--- src/rtl/sqrt_mant_iter.sv ---
// sqrt_mant_iter: restoring digit-by-digit mantissa square root.
// Ports: CLK/RST (sync, active-high), MANT_IN/VAL_IN in, MANT_OUT/VAL_OUT/BUSY out.
module sqrt_mant_iter #(
  parameter int mantlength = 24
) (
  input  logic                  CLK,
  input  logic                  RST,
  input  logic [mantlength-1:0] MANT_IN,
  input  logic                  VAL_IN,
  output logic [mantlength-1:0] MANT_OUT,
  output logic                  VAL_OUT,
  output logic                  BUSY
);

  localparam int N  = mantlength;
  localparam int RW = N + 2;
  localparam int CW = $clog2(N + 1);

  localparam logic [1:0] S_IDLE = 2'd0;
  localparam logic [1:0] S_SUB  = 2'd1;
  localparam logic [1:0] S_UPD  = 2'd2;
  localparam logic [1:0] S_DONE = 2'd3;

  logic [1:0]    r_state;
  logic [N-1:0]  r_rad;
  logic [N-1:0]  r_root;
  logic [N-1:0]  r_out;
  logic [RW-1:0] r_rem;
  logic [RW-1:0] r_trial;
  logic          r_ge;
  logic          r_vo;
  logic          r_busy;
  logic [CW-1:0] r_cnt;

  logic [RW-1:0] w_rem_sh;
  logic [RW-1:0] w_trial;
  logic          w_co;
  logic [N-1:0]  w_root_nx;

  // Radicand is MANT_IN followed by N zero bits, so the
  // shift register only holds MANT_IN and back-fills zeros.
  // The remainder never exceeds 2*root, so the two bits
  // dropped by the cast are always zero.
  assign w_rem_sh = RW'({r_rem, r_rad[N-1:N-2]});

  // Trial subtraction: no borrow (CO=1) means trial >= 0.
  sqrt_mant_iter_addsub #(
    .W (RW)
  ) u_addsub (
    .A    (w_rem_sh),
    .B    ({r_root, 2'b01}),
    .ADD  (1'b0),
    .C_IN (1'b1),
    .S    (w_trial),
    .CO   (w_co)
  );

  assign w_root_nx = {r_root[N-2:0], r_ge};

  always_ff @(posedge CLK) begin
    if (RST) begin
      r_state <= S_IDLE;
      r_rad   <= '0;
      r_root  <= '0;
      r_out   <= '0;
      r_rem   <= '0;
      r_trial <= '0;
      r_ge    <= 1'b0;
      r_vo    <= 1'b0;
      r_busy  <= 1'b0;
      r_cnt   <= '0;
    end else begin
      unique case (r_state)
        S_IDLE: begin
          if (VAL_IN) begin
            r_rad   <= MANT_IN;
            r_root  <= '0;
            r_rem   <= '0;
            r_cnt   <= '0;
            r_busy  <= 1'b1;
            r_state <= S_SUB;
          end
        end
        S_SUB: begin
          r_rem   <= w_rem_sh;
          r_rad   <= {r_rad[N-3:0], 2'b00};
          r_trial <= w_trial;
          r_ge    <= w_co;
          r_state <= S_UPD;
        end
        S_UPD: begin
          if (r_ge) begin
            r_rem <= r_trial;
          end
          r_root <= w_root_nx;
          r_cnt  <= r_cnt + CW'(1);
          if (r_cnt == CW'(N - 1)) begin
            r_out   <= w_root_nx;
            r_vo    <= 1'b1;
            r_state <= S_DONE;
          end else begin
            r_state <= S_SUB;
          end
        end
        S_DONE: begin
          r_vo    <= 1'b0;
          r_busy  <= 1'b0;
          r_state <= S_IDLE;
        end
        default: begin
          r_state <= S_IDLE;
        end
      endcase
    end
  end

  assign MANT_OUT = r_out;
  assign VAL_OUT  = r_vo;
  assign BUSY     = r_busy;

endmodule

// sqrt_mant_iter_addsub: combinational W-bit add/subtract.
// ADD=1: S=A+B+C_IN; ADD=0: S=A+~B+C_IN; CO is carry out.
module sqrt_mant_iter_addsub #(
  parameter int W = 8
) (
  input  logic [W-1:0] A,
  input  logic [W-1:0] B,
  input  logic         ADD,
  input  logic         C_IN,
  output logic [W-1:0] S,
  output logic         CO
);

  logic [W-1:0] w_b;

  assign w_b = ADD ? B : ~B;
  assign {CO, S} = {1'b0, A} + {1'b0, w_b} + {{W{1'b0}}, C_IN};

endmodule

--- config.mk ---
export PLATFORM = sky130hd
export DESIGN_NAME = sqrt_mant_iter
export DESIGN_NICKNAME = d
export VERILOG_FILES = /design/src/rtl/sqrt_mant_iter.sv
export SDC_FILE = /design/constraint.sdc
export NUM_CORES = 1
export LEC_CHECK = 0
export ABC_AREA = 1
export ABC_CLOCK_PERIOD_IN_PS = 1900
export CORE_ASPECT_RATIO = 1.25
export CORE_MARGIN = 2
export CORE_UTILIZATION = 40
export CTS_BUF_LIST = sky130_fd_sc_hd__clkbuf_2 sky130_fd_sc_hd__clkbuf_4 sky130_fd_sc_hd__clkbuf_8
export DETAILED_ROUTE_END_ITERATION = 7
export GPL_TIMING_DRIVEN = 0
export PLACE_DENSITY = 0.64
export SYNTH_ARGS = -nofsm -noshare
export SYNTH_HDL_FRONTEND = slang
export SYNTH_SLANG_ARGS = --single-unit
--- constraint.sdc ---
create_clock -name CLK -period 1.9 [get_ports CLK]
set_input_delay 0.285 -clock CLK [delete_from_list [all_inputs] [get_ports CLK]]
set_output_delay 0.285 -clock CLK [all_outputs]
set_load 0.005 [all_outputs]
Word-level counts from Yosys, hierarchy flattened:

Cells that the tools add are included.

* bitwise gates (word level): 1
* muxes and demuxes: 16
* $add $sub $neg: 3
* reductions and logical operators: 12
* eq/ne operators: 7

Operators with widths (number)
* $mux 24: 4
* $pmux 24 s2: 2
* $pmux 24 s3: 1
* $add 26x26->27: 1
* $add 27x1->27 const B: 1
* $not 26->26: 1
* $pmux 5 s2: 1
* $reduce_and 2->1: 5
* $pmux 2 s4: 1
* $reduce_bool 2->1: 4
* $ne 2x2->1 const B: 3
* $add 5x1->5 const B: 1
* $eq 5x5->1 const B: 1
* $mux 5: 1
* $eq 2x2->1 const B: 2
* $mux 2: 2
* $pmux 1 s2: 2
* $reduce_and 3->1: 1
* $reduce_bool 3->1: 1
* $eq 2x1->1 const B: 1
* $logic_not 2->1: 1
* $mux 1: 2

* register bits: 130

Logic depth before layout (Yosys ltp):

* depth in word-level cells: 3
* mapped depth: 15
* depth with buffers taken out: 14

By module:

From an unflattened synthesis, not the netlist that was laid out.

* cells, all modules: 1302
* area total of the unflattened synthesis: 7972.6 sq um

By module, submodules not included
* sqrt_mant_iter: cells each 908, area an instance 5856.9 sq um, times used 1, sequential area each 2602.5 sq um
* sqrt_mant_iter_addsub: cells each 394, area an instance 2115.8 sq um, times used 1, sequential area each 0.0 sq um

Least setup slack after synthesis:

OpenSTA, ideal clock, no wires.

* kind: register to register
* start point: reg r_root[8]
* end point: reg r_trial[16]
* path buffers: 0
* arrival: 1.528 ns
* data required time: 1.791 ns
* period minus slack after synthesis: 1.638 ns
* path slack: 0.262 ns
* stages on the path, launching flop included: 13
* setup time: 0.109 ns
* cells stage by stage: dfxtp_1 -> inv_1 -> ha_1 -> nand2_1 -> inv_1 -> a21oi_1 -> nor2_1 -> nor2_1 -> nand2_1 -> nand2_1 -> nand3_1 -> nand2_1 -> inv_1

* cells in the longest elaborated chain, start to end: 3

Ends and longest elaborated chain
* start: declaration: RTL line 26 `logic [N-1:0] r_root;`
* start signal: assignment: RTL line 95 `r_root <= w_root_nx;`
* $not 26->26: RTL line 138 `assign w_b = ADD ? B : ~B;`
* $add 26x26->27: RTL line 139 `assign {CO, S} = {1'b0, A} + {1'b0, w_b} + {{W{1'b0}}, C_IN};`
* $add 27x1->27: RTL line 139
* end signal: assignment: RTL line 87 `r_trial <= w_trial;`
* end: declaration: RTL line 29 `logic [RW-1:0] r_trial;`

No other way between the ends.
A chain may end at the register's enable or synchronous reset.

Final worst setup path:

* start point: reg r_state[0]
* end point: reg r_rem[21]

* cells in the longest elaborated chain, start to end: 3

Ends and longest elaborated chain
* start: declaration: RTL line 24 `logic [1:0] r_state;`
* start signal: assignment: RTL line 62 `r_state <= S_IDLE;`
* start signal: assignment: RTL line 81 `r_state <= S_SUB;`
* start signal: assignment: RTL line 89 `r_state <= S_UPD;`
* $eq 2x2->1, or another cell as far along: RTL line 73 `unique case (r_state)`
* $ne 2x2->1 (no line) or $reduce_bool 3->1 (tied branches)
* $reduce_and 3->1 (no line)
* end signal: assignment: RTL line 85 `r_rem <= w_rem_sh;`
* end signal: assignment: RTL line 93 `r_rem <= r_trial;`
* end: declaration: RTL line 28 `logic [RW-1:0] r_rem;`

Parallel ways exist; a longest one is shown, timed or not.

==> results by group <==
Route
  – Detailed Routing Iterations Pass 1: 5
  – Via density per instance: 5.128
  – Per-cell routed wire length: 15.15 um
  – Final WL: 20870 um
  – Total via count after detailed routing: 7066
  – Initial drt markers: 427
  – Count of antenna-violating nets left after detailed routing: 0
  – Post-route DRC violation count: 0

Clock tree
  – Number of sinks handled by clock tree synthesis: 130
  – Clock slew at reported path FFs: 0.08 ns
  – Number of H-tree levels: 4
  – Number of clock buffers inserted by TritonCTS: 17
  – Hold-fix buffers, CTS: 0
  – Clk Tree Root Cell: sky130_fd_sc_hd__clkbuf_8
  – TritonCTS clock tree: done
  – Clock latency on the worst-skew pair: 0.47 ns
  – Number of buffers between clock root and the deepest sink: 2

Critical path
  – Worst Path Arrival: 2.13 ns
  – Crit end category: flop
  – Minimum setup slack among reg-to-reg paths: 0.09 ns
  – Classification of the worst setup path: reg2reg
  – Reg-to-Reg End: r_rem[21]$_SDFFE_PP0P_
  – Kind of start point of the critical path: flop
  – CP max FO: 10
  – Data required time of the worst path: 2.22 ns
  – RR Startpoint: r_state[0]$_SDFFE_PP0P_
  – Worst Reg2Reg Path Length in Cells: 10

Min path
  – Number of stages on the worst hold path: 3
  – Endpoint with the worst hold slack: r_rad[11]$_SDFFE_PP0P_
  – Hold crit path type: in2reg
  – Hold Crit Start: MANT_IN[11]

Final layout
  – Proportion of layout cells with a drive suffix above 1: 15.86%
  – Net count, final: 1198
  – Total inserted antenna cells: 0
  – Number of non-filler instances in the completed layout: 1378
  – Area Overhead vs Synth: 25.73%
  – Final standard cell utilization of the core: 51.14%

Place
  – Minimum setup slack after placement: -0.1849 ns
  – Routability Congestion: 0.9268
  – Count of placed standard cells including taps: 1335
  – HPWL after detailed placement: 15340 um
  – Number of buffers inserted by port buffering: 51

Synthesis
  – Per-instance average area after synthesis: 6.689 sq um
  – Dominant combinational cell family by area after synthesis: simple AND/OR/NAND/NOR gates
  – Fraction of synthesized cell area in xor and xnor cells: 0.8647%
  – Synth Flop Type: sky130_fd_sc_hd__dfxtp_1
  – Post-synthesis compound-gate area fraction: 18.69%
  – Fraction of the mapped netlist area in simple logic gates: 25.16%
  – Post-Syn Area: 7091 sq um
  – Unique cell type count in the Yosys netlist: 36
  – Sequential-to-total area share from yosys stat: 36.70%
  – Fraction of synthesized area in multiplexers: 0%
  – Register bit count reported by yosys: 130
  – Warning count from the yosys run: 0
  – Adder-cell share of the synthesized area: 5.294%
  – Synthesized netlist net count: 1117
  – Count of flip-flops with a built-in enable after synthesis: 0
  – Share of synthesized registers carrying an async set or reset: 0%
  – Cell count after synthesis: 1060

Timing
  – Tcrit/Tclk final: 95.09%
  – Largest clock skew in the final design: 0.01480 ns
  – Final Hold Vio Count: 0
  – Final min period: 1.807 ns
  – Slew @ Worst Pin: 0.7531 ns
  – Worst max-slew margin expressed relative to the limit: 49.79%
  – Post-route setup slack: 0.09323 ns
  – Final slew viol count: 0
  – Setup Viol. Count Final: 0
  – Max Clock Freq: 553.5 MHz
  – RSZ-0062 raised after global routing: yes

Floorplanning
  – Initial Utilization: 40.68%
  – I/O pin count: 53
  – Die boundary width: 123.1 um
  – Die area: 18810 sq um
  – Placement Rows: 54
  – Area of the placeable core: 17430 sq um
  – Die Ht: 152.9 um

Pwr
  – Internal Pwr Total: 6360 uW
  – Logic gate share of total power: 48.3%
  – Part of the power in registers: 30.0%
  – Fraction of power consumed by the clock network: 21.7%
  – Switching share of power: 43.64%
  – Leakage Power: 0.003774 uW
  – Power density over cell area: 1266 nW/um^2
  – Switching power summed over all nets: 4926 uW
  – VDD IR-drop max: 0.0005300 V

Run
  – Count of maximum capacitance violations: 0

Global route
  – Total Routing Usage GR: 22.31%
  – First-pass GRT wire length: 32550 um
  – Vias in the first global route: 6702
  – Maximum number of pins on one net before global-route repair: 17
  – Global-route congestion overflow total: 0
  – Number of antenna violations at the first check in global routing: 0

Outcome
  – Status: complete, no violations
==> final cells by class <==
type                       count  area (sq um)
clock buffer                  20         275.3
tap                          224         280.3
multi-input combinational    698          3999
buffer                        51         306.5
inverter                     180         678.2
clock inverter                12         128.9
sequential                   130          2634
fill                        1722          8517
timing repair buffer          63         613.1
==> layer usage <==
metal	wire length (um)	track usage, %
met1	8860	26.57
met2	10180	37.94
met3	858	3.843
met4	969	11.42
met5	0	0
==> sequential cells by signal, indices dropped and copies added, names as in the netlist <==
register	flops
BUSY	1
MANT_OUT	24
VAL_OUT	1
r_cnt	5
r_ge	1
r_rad	24
r_rem	24
r_root	24
r_state	2
r_trial	24
==> through the flow <==
stage	area, sq um	total power (uW)	hold WS, ns	setup TNS (ns)
3_3_place_gp	7881	8018	0.4487	-2.843
6_report	8915	11290	0.3898	0
4_1_cts	8447	10660	0.3754	0
2_1_floorplan	7091	6800	0.4407	0
5_1_grt	8915	12060	0.4015	-0.1473
3_5_place_dp	7881	8056	0.4504	-2.674
==> power groups by stage <==
stage	sequential [uW]	clock [uW]	combinational, uW
CTS	3340	2480	4850
global route	3420	2600	6050
finish	3380	2450	5450
detailed placement	3390	0	4660
global placement	3390	0	4630
floorplan	3320	0	3480
==> Yosys cell counts (11+ instances only) <==
cell type / number / share of area [%]
sky130_fd_sc_hd__nand2_1: 300 / 16
sky130_fd_sc_hd__inv_1: 175 / 9.3
sky130_fd_sc_hd__dfxtp_1: 130 / 37
sky130_fd_sc_hd__a21oi_1: 115 / 8.1
sky130_fd_sc_hd__nand3_1: 64 / 4.5
sky130_fd_sc_hd__o21ai_0: 47 / 3.3
sky130_fd_sc_hd__nor2_1: 39 / 2.1
sky130_fd_sc_hd__ha_1: 30 / 5.3
sky130_fd_sc_hd__clkbuf_1: 28 / 1.5
sky130_fd_sc_hd__a31oi_1: 23 / 2.0
sky130_fd_sc_hd__a211oi_1: 19 / 2.0
sky130_fd_sc_hd__o22ai_1: 17 / 1.5
sky130_fd_sc_hd__buf_2: 11 / 0.78
==> worst max path at each step <==
stage / cells after the start / start / end / slack, ns
after floorplan: 12 / r_root[8]$_SDFFE_PP0P_ / r_trial[16]$_SDFFE_PP0P_ / 0.26
after global placement: 7 / r_state[1]$_SDFFE_PP0P_ / r_rem[22]$_SDFFE_PP0P_ / -0.17
after detailed placement: 11 / r_root[7]$_SDFFE_PP0P_ / r_trial[18]$_SDFFE_PP0P_ / -0.18
after CTS: 13 / r_root[4]$_SDFFE_PP0P_ / r_trial[16]$_SDFFE_PP0P_ / 0.0007
after global routing: 10 / r_state[0]$_SDFFE_PP0P_ / r_rem[6]$_SDFFE_PP0P_ / -0.03
final: 10 / r_state[0]$_SDFFE_PP0P_ / r_rem[21]$_SDFFE_PP0P_ / 0.09
==> layout by cell type (no fill, tap or decap), types with 13 or more instances in the layout <==
master                            synthesis  final
sky130_fd_sc_hd__a31oi_1                 23     23
sky130_fd_sc_hd__nand3_1                 64     57
sky130_fd_sc_hd__buf_4                    5     17
sky130_fd_sc_hd__clkbuf_1                28     20
sky130_fd_sc_hd__clkbuf_8                 0     20
sky130_fd_sc_hd__inv_1                  175    175
sky130_fd_sc_hd__nor2_1                  39     28
sky130_fd_sc_hd__a21oi_1                115    109
sky130_fd_sc_hd__ha_4                     0     19
sky130_fd_sc_hd__o21ai_0                 47     46
sky130_fd_sc_hd__a211oi_1                19     13
sky130_fd_sc_hd__o22ai_1                 17     16
sky130_fd_sc_hd__dfxtp_1                130    109
sky130_fd_sc_hd__dfxtp_2                  0     19
sky130_fd_sc_hd__nand2_1                300    287
sky130_fd_sc_hd__clkdlybuf4s50_1          0     51
==> timing repair <==
action,4_1_cts,5_1_grt
hold endpoints to repair,0,0
buffers inserted,5,7
setup endpoints to repair,64,112
resized for setup,29,111
pin swaps,3,6
==> critical path, cell delays in order (launching register included) <==
cell                       delay (ns)
sky130_fd_sc_hd__dfxtp_2         0.39
sky130_fd_sc_hd__inv_1           0.11
sky130_fd_sc_hd__ha_1            0.23
sky130_fd_sc_hd__buf_6           0.15
sky130_fd_sc_hd__inv_1           0.07
sky130_fd_sc_hd__nor2_1          0.05
sky130_fd_sc_hd__nor2_2          0.15
sky130_fd_sc_hd__nand2_4         0.12
sky130_fd_sc_hd__buf_6           0.18
sky130_fd_sc_hd__a21oi_1         0.16
sky130_fd_sc_hd__a211oi_2        0.05
==> kinds of logic after synthesis <==
logic type,Yosys count
buffers and inverters,232
XOR/XNOR,7
AO/OA/AOI/OAI,233
AND/OR/NAND/NOR,428
adder cells (fa/ha/maj),30
flip-flops,130
(Power assumes the default switching activity.)
